==> src/rtl/ctrl_pipe_pkg.sv <==
// Shared definitions for the control-word bubble pipeline: bundle layout,
// FSM state encoding and the all-zero bubble word.
// Imported by ctrl_stage_reg and ctrl_bubble_pipe.
package ctrl_pipe_pkg;

   localparam int CTRL_W_DEF = 12;

   // Control bundle field positions (MSB first).
   localparam int REG_WRITE_BIT  = 11;
   localparam int MEM_EN_BIT     = 10;
   localparam int MEM_RW_BIT     = 9;
   localparam int MEM_TO_REG_BIT = 8;
   localparam int ALU_SRC_BIT    = 7;
   localparam int STATUS_BIT     = 6;
   localparam int ALU_CTRL_MSB   = 5;
   localparam int ALU_CTRL_LSB   = 2;
   localparam int PC_SRC_BIT     = 1;
   localparam int MEM_SIZE_BIT   = 0;

   typedef enum logic {
      ST_IDLE   = 1'b0,
      ST_BUBBLE = 1'b1
   } bub_state_t;

   // A bubble carries no side effects: every enable bit is zero.
   localparam logic [CTRL_W_DEF-1:0] CTRL_ZERO = '0;

endpackage

==> src/rtl/ctrl_stage_reg.sv <==
// One control pipeline stage register with valid bit; loads on !hold,
// flush squashes to zero/invalid and wins over hold.
// Latency: 1 cycle. Backpressure: hold freezes the stage contents.
// Ports: clk, reset (sync, active-high), hold, flush, d_word/d_valid in,
//        q_word/q_valid out.
module ctrl_stage_reg
   import ctrl_pipe_pkg::*;
#(
   parameter int W = CTRL_W_DEF
) (
   input  logic         clk,
   input  logic         reset,
   input  logic         hold,
   input  logic         flush,
   input  logic [W-1:0] d_word,
   input  logic         d_valid,
   output logic [W-1:0] q_word,
   output logic         q_valid
);

   always_ff @(posedge clk) begin
      if (reset || flush) begin
         q_word  <= '0;
         q_valid <= 1'b0;
      end else if (!hold) begin
         // An invalid entry is stored as zero so it can never enable a write.
         q_word  <= d_valid ? d_word : '0;
         q_valid <= d_valid;
      end
   end

endmodule

==> src/rtl/ctrl_bubble_pipe.sv <==
// Control-word pipeline ID/EX..MEM/WB with multi-cycle hazard bubble FSM,
// global stall, per-stage flush and per-stage valid tracking.
// Latency: stage k holds ctrl_in after k+1 unstalled edges. Backpressure:
// stall freezes all stages/FSM; decode_stall tells IF/ID to hold.
// Ports: clk, reset (sync, active-high), ctrl_in, in_valid, hazard_req,
//        hazard_cycles, stall, flush_mask -> ctrl_out, valid_out,
//        decode_stall, bubble_active [, bubble_count].
// Optional: CTRL_PIPE_BUBBLE_CNT_EN adds a saturating 32-bit bubble_count.
module ctrl_bubble_pipe
   import ctrl_pipe_pkg::*;
#(
   parameter int CTRL_W      = CTRL_W_DEF,
   parameter int STAGES      = 3,
   parameter int MAX_BUBBLES = 3,
   parameter int CNT_W       = $clog2(MAX_BUBBLES + 1)
) (
   input  logic                     clk,
   input  logic                     reset,
   input  logic [CTRL_W-1:0]        ctrl_in,
   input  logic                     in_valid,
   input  logic                     hazard_req,
   input  logic [CNT_W-1:0]         hazard_cycles,
   input  logic                     stall,
   input  logic [STAGES-1:0]        flush_mask,
   output logic [STAGES*CTRL_W-1:0] ctrl_out,
   output logic [STAGES-1:0]        valid_out,
   output logic                     decode_stall,
   output logic                     bubble_active
`ifdef CTRL_PIPE_BUBBLE_CNT_EN
   ,
   output logic [31:0]              bubble_count
`endif
);

   bub_state_t        state, state_nxt;
   logic [CNT_W-1:0]  bub_cnt, bub_cnt_nxt;
   logic [CNT_W-1:0]  eff_cnt;

   // Requested run length: 0 means one bubble, oversize requests clamp.
   always_comb begin
      eff_cnt = hazard_cycles;
      if (hazard_cycles == '0)
         eff_cnt = CNT_W'(1);
      else if (int'(hazard_cycles) > MAX_BUBBLES)
         eff_cnt = CNT_W'(MAX_BUBBLES);
   end

   // The IDLE cycle that accepts the request emits the first bubble, so the
   // counter only tracks the remaining eff_cnt-1 bubbles spent in BUBBLE.
   always_comb begin
      state_nxt   = state;
      bub_cnt_nxt = bub_cnt;
      if (flush_mask[0]) begin
         state_nxt   = ST_IDLE;
         bub_cnt_nxt = '0;
      end else if (!stall) begin
         case (state)
            ST_IDLE: begin
               if (hazard_req && (eff_cnt > CNT_W'(1))) begin
                  state_nxt   = ST_BUBBLE;
                  bub_cnt_nxt = eff_cnt - CNT_W'(1);
               end
            end
            ST_BUBBLE: begin
               if (bub_cnt <= CNT_W'(1)) begin
                  state_nxt   = ST_IDLE;
                  bub_cnt_nxt = '0;
               end else begin
                  bub_cnt_nxt = bub_cnt - CNT_W'(1);
               end
            end
            default: begin
               state_nxt   = ST_IDLE;
               bub_cnt_nxt = '0;
            end
         endcase
      end
   end

   always_ff @(posedge clk) begin
      if (reset) begin
         state   <= ST_IDLE;
         bub_cnt <= '0;
      end else begin
         state   <= state_nxt;
         bub_cnt <= bub_cnt_nxt;
      end
   end

   assign decode_stall  = ((state == ST_IDLE) && hazard_req) || (state == ST_BUBBLE);
   assign bubble_active = (state == ST_BUBBLE);

   logic [CTRL_W-1:0] stg_word [STAGES];
   logic [STAGES-1:0] stg_vld;

   for (genvar k = 0; k < STAGES; k++) begin : g_stage
      if (k == 0) begin : g_first
         // A decode stall turns the stage-0 intake into a bubble.
         ctrl_stage_reg #(.W(CTRL_W)) u_reg (
            .clk     (clk),
            .reset   (reset),
            .hold    (stall),
            .flush   (flush_mask[0]),
            .d_word  (ctrl_in),
            .d_valid (in_valid && !decode_stall),
            .q_word  (stg_word[0]),
            .q_valid (stg_vld[0])
         );
      end else begin : g_next
         ctrl_stage_reg #(.W(CTRL_W)) u_reg (
            .clk     (clk),
            .reset   (reset),
            .hold    (stall),
            .flush   (flush_mask[k]),
            .d_word  (stg_word[k-1]),
            .d_valid (stg_vld[k-1]),
            .q_word  (stg_word[k]),
            .q_valid (stg_vld[k])
         );
      end
      assign ctrl_out[k*CTRL_W +: CTRL_W] = stg_word[k];
   end

   assign valid_out = stg_vld;

`ifdef CTRL_PIPE_BUBBLE_CNT_EN
   // Only hazard bubbles that actually land in stage 0 are counted.
   logic bub_inject;
   assign bub_inject = decode_stall && !stall && !flush_mask[0];

   always_ff @(posedge clk) begin
      if (reset)
         bubble_count <= '0;
      else if (bub_inject && (bubble_count != '1))
         bubble_count <= bubble_count + 32'd1;
   end
`endif

endmodule
==> config.mk <==
export PLATFORM = sky130hd
export DESIGN_NAME = ctrl_bubble_pipe
export DESIGN_NICKNAME = d
export VERILOG_FILES = /design/src/rtl/ctrl_pipe_pkg.sv /design/src/rtl/ctrl_stage_reg.sv /design/src/rtl/ctrl_bubble_pipe.sv
export SDC_FILE = /design/constraint.sdc
export NUM_CORES = 1
export LEC_CHECK = 0
export CORE_UTILIZATION = 38
export CTS_CLUSTER_DIAMETER = 80
export CTS_CLUSTER_SIZE = 16
export DETAILED_ROUTE_END_ITERATION = 16
export PLACE_DENSITY = 0.76
export SYNTH_ARGS = -nofsm -noshare
export SYNTH_HDL_FRONTEND = slang
export SYNTH_SLANG_ARGS = --single-unit
==> constraint.sdc <==
create_clock -name clk -period 1 [get_ports clk]
set_input_delay 0.15 -clock clk [delete_from_list [all_inputs] [get_ports clk]]
set_output_delay 0.15 -clock clk [all_outputs]
set_load 0.02 [all_outputs]
==> metrics <==
outcome=finished with violations; failing checks=setup timing; Leak Pwr=0.00111 µW; total CTS buffers=5; CTS Buffer Depth=2; area delta synth->final=62.8%; fillers=354; DRC errors left=0; Post-DP Area=2500 µm²; commonest cells after routing, fill and taps aside=buf_4, dfxtp_1, buf_2, nor2_1; Die Y=66.9 µm; final period utilization=116%; Worst Max-Slew Pin Slew=0.276 ns; Worst-path clk slew=around 0.080 ns; dominant cells by area after synthesis=dfxtp_1, a22oi_1, nor2_1; post-layout utilization of the core=64.8%; Max stage delay on crit path=around 0.35 ns; startpoint types=register; root cell of the clock tree=clkbuf_8; vias per cell=~5.0; clk sinks=42; final-report setup violation count=23; r2r endpoint=g_stage[0].g_first.u_reg.q_word[7]$_SDFFE_PP0N_; worst setup path endpoint=bubble_active; synthesized netlist net count=190; CP most frequent cell=buf_6; crit path from=bubble_active$_SDFFE_PP0N_; gr usage total=between 20% and 30%; final hold vios=0; total power draw=3260 µW; Crit. End Element=output port; Critical Path Slowest Stage Cell=dfxtp_4; largest area contributor in the netlist=dfxtp_1; CTS tree=yes; die width=66.9 µm; Synth cell types=24; Port Buffers=slightly above 60; Slew Limit Fails=0; R2R cell count=5; CP required=0.85 ns; Synth top area share=52.5%; Mapped Area=approximately 1600 µm²; Arrival @ worst endpoint=1.01 ns; Syn Inst Count=168; pin count of the biggest net entering global routing=26; Final #Nets=288; row count=23; routed length per instance=approximately 14 µm; Initial Util=39.8%; worst setup margin=-0.163 ns; DR pass1 iterations=4; Crit Path Class=register to output port; die area=4480 µm²; cell count along the critical path=3; sequential cell area fraction in the yosys report=52.5%; Fmax=860 MHz; FF+latch count, synth=42; post-route setup TNS=-2.11 ns; gp weighted congestion=approximately 0.77; I/O pin count=63; via count=approximately 1,600; Synth warnings=0; WP buf/inv=3; worst skew pair latency=0.29 ns; # H-tree levels=2; HPWL Detailed=2920 µm; pwr dens=1250 nW/µm²; cts hold-fix bufs=0; GRT overflow=0; peak supply drop=about 0.00071 V; r2r startpoint=bubble_active$_SDFFE_PP0N_; share of cells above drive strength 1=roughly 48%; Post-Place Cells=~300; number of global-route vias before repair=1,527; total core area=4030 µm²; RSZ-0062 raised after global routing=true; syn avg cell area=9.54 µm²; cell family with most CP delay=buffers and inverters; Post-DRT Antenna Nets=0; non-filler cells, final=317; final setup skew=0.00413 ns; max-cap violations=0; final instance area=around 2600 µm²; DRT iter0 DRCs=between 70 and 80; R2R Setup Slk=-0.15 ns; Period minus WS final=1.16 ns; commonest non-fill, non-tap cell in the layout=buf_4; Hold WC Path Type=input pin to register; WL final=4520 µm; critical path cell sequence=buf_6, buf_4, buf_6; antenna violations before repair=0; first-pass GRT wire length=7070 µm; diode count=0; Max FO, Critical Path=8; Slew HR=81.6%
==> how the worst min path moves through the flow <==
| stage | start | endpoint | slack (ns) | cells past startpoint |
|---|---|---|---|---|
| 3_3_place_gp | g_stage[2].g_next.u_reg.q_word[11]$_SDFFE_PP0N_ | g_stage[2].g_next.u_reg.q_word[11]$_SDFFE_PP0N_ | 0.46 | 2 |
| 4_1_cts | stall | bub_cnt[0]$_SDFFE_PP0P_ | 0.29 | 3 |
| 5_1_grt | reset | bub_cnt[0]$_SDFFE_PP0P_ | 0.25 | 3 |
| 3_5_place_dp | g_stage[2].g_next.u_reg.q_word[11]$_SDFFE_PP0N_ | g_stage[2].g_next.u_reg.q_word[11]$_SDFFE_PP0N_ | 0.48 | 2 |
| 6_report | reset | bub_cnt[0]$_SDFFE_PP0P_ | 0.26 | 3 |
| 2_1_floorplan | ctrl_in[0] | g_stage[0].g_first.u_reg.q_word[0]$_SDFFE_PP0N_ | 0.29 | 2 |
==> cell families after synthesis <==
logic type / after synthesis / synth area share (%)
compound gates: 46 / 20.2
buf+inv: 18 / 7.18
simple gates: 62 / 20.1
flops: 42 / 52.5
==> per-layer routing <==
layer	GRT usage, %	vias up	share of wire (%)
met3	5.99	4	5.2
met1	24.1	741	41
li1	-	783	-
met4	6.38	0	0.44
met2	38.9	43	53
met5	0	-	0
==> Yosys cell counts, drive strengths merged <==
cell,number
nor2b,2
a21oi,14
or2,4
inv,2
buf,12
nand3b,10
nor4b,1
a22oi,27
or2b,1
clkbuf,4
and4bb,1
a21o,1
a32oi,1
a2111oi,1
dfxtp,42
nand4b,1
nand2,10
o21a,1
a211oi,1
nor2,32
==> cell type report <==
cell class                 instances  area, µm²  area share (%)
timing repair buffer             107        822            31.5
sequential                        42        847            32.5
tap                               50       62.6            2.40
multi-input combinational        108        761            29.1
inverter                           2       7.51           0.288
clock buffer                       8        110            4.22
==> sequential cells by signal, summed over array words and instances (netlist names) <==
| signal | cells |
|---|---|
| g_stage.g_next.u_reg.q_word | 24 |
| g_stage.g_first.u_reg.q_word | 12 |
| bub_cnt | 2 |
| g_stage.g_next.u_reg.q_valid | 2 |
| bubble_active | 1 |
| g_stage.g_first.u_reg.q_valid | 1 |
==> worst min-delay path: stages <==
cell	delay (ns)
dlymetal6s2s_1	0.15
or2_4	0.16
a2111oi_2	0.05
==> timing repair <==
action / in CTS / in global routing
hold endpoints to repair: 0 / 0
gates resized for setup: 196 / 17
endpoints found under the setup margin: 72 / 46
setup buffers: 1 / 3
pin swaps: 27 / 11
==> metrics by stage <==
stage	hold WS (ns)	setup WS, ns
global placement	0.462	-0.517
CTS	0.289	-0.152
floorplan	0.294	-0.0702
detailed placement	0.478	-0.518
finish	0.259	-0.163
global route	0.254	-0.255
==> power by group <==
group	switching [µW]	leakage, µW	internal, µW
logic	152	0.000710	168
registers	5.94	0.000340	1680
clock network	559	0.0000575	697
total	716	0.00111	2540
Power figures use the tool's default switching activity.
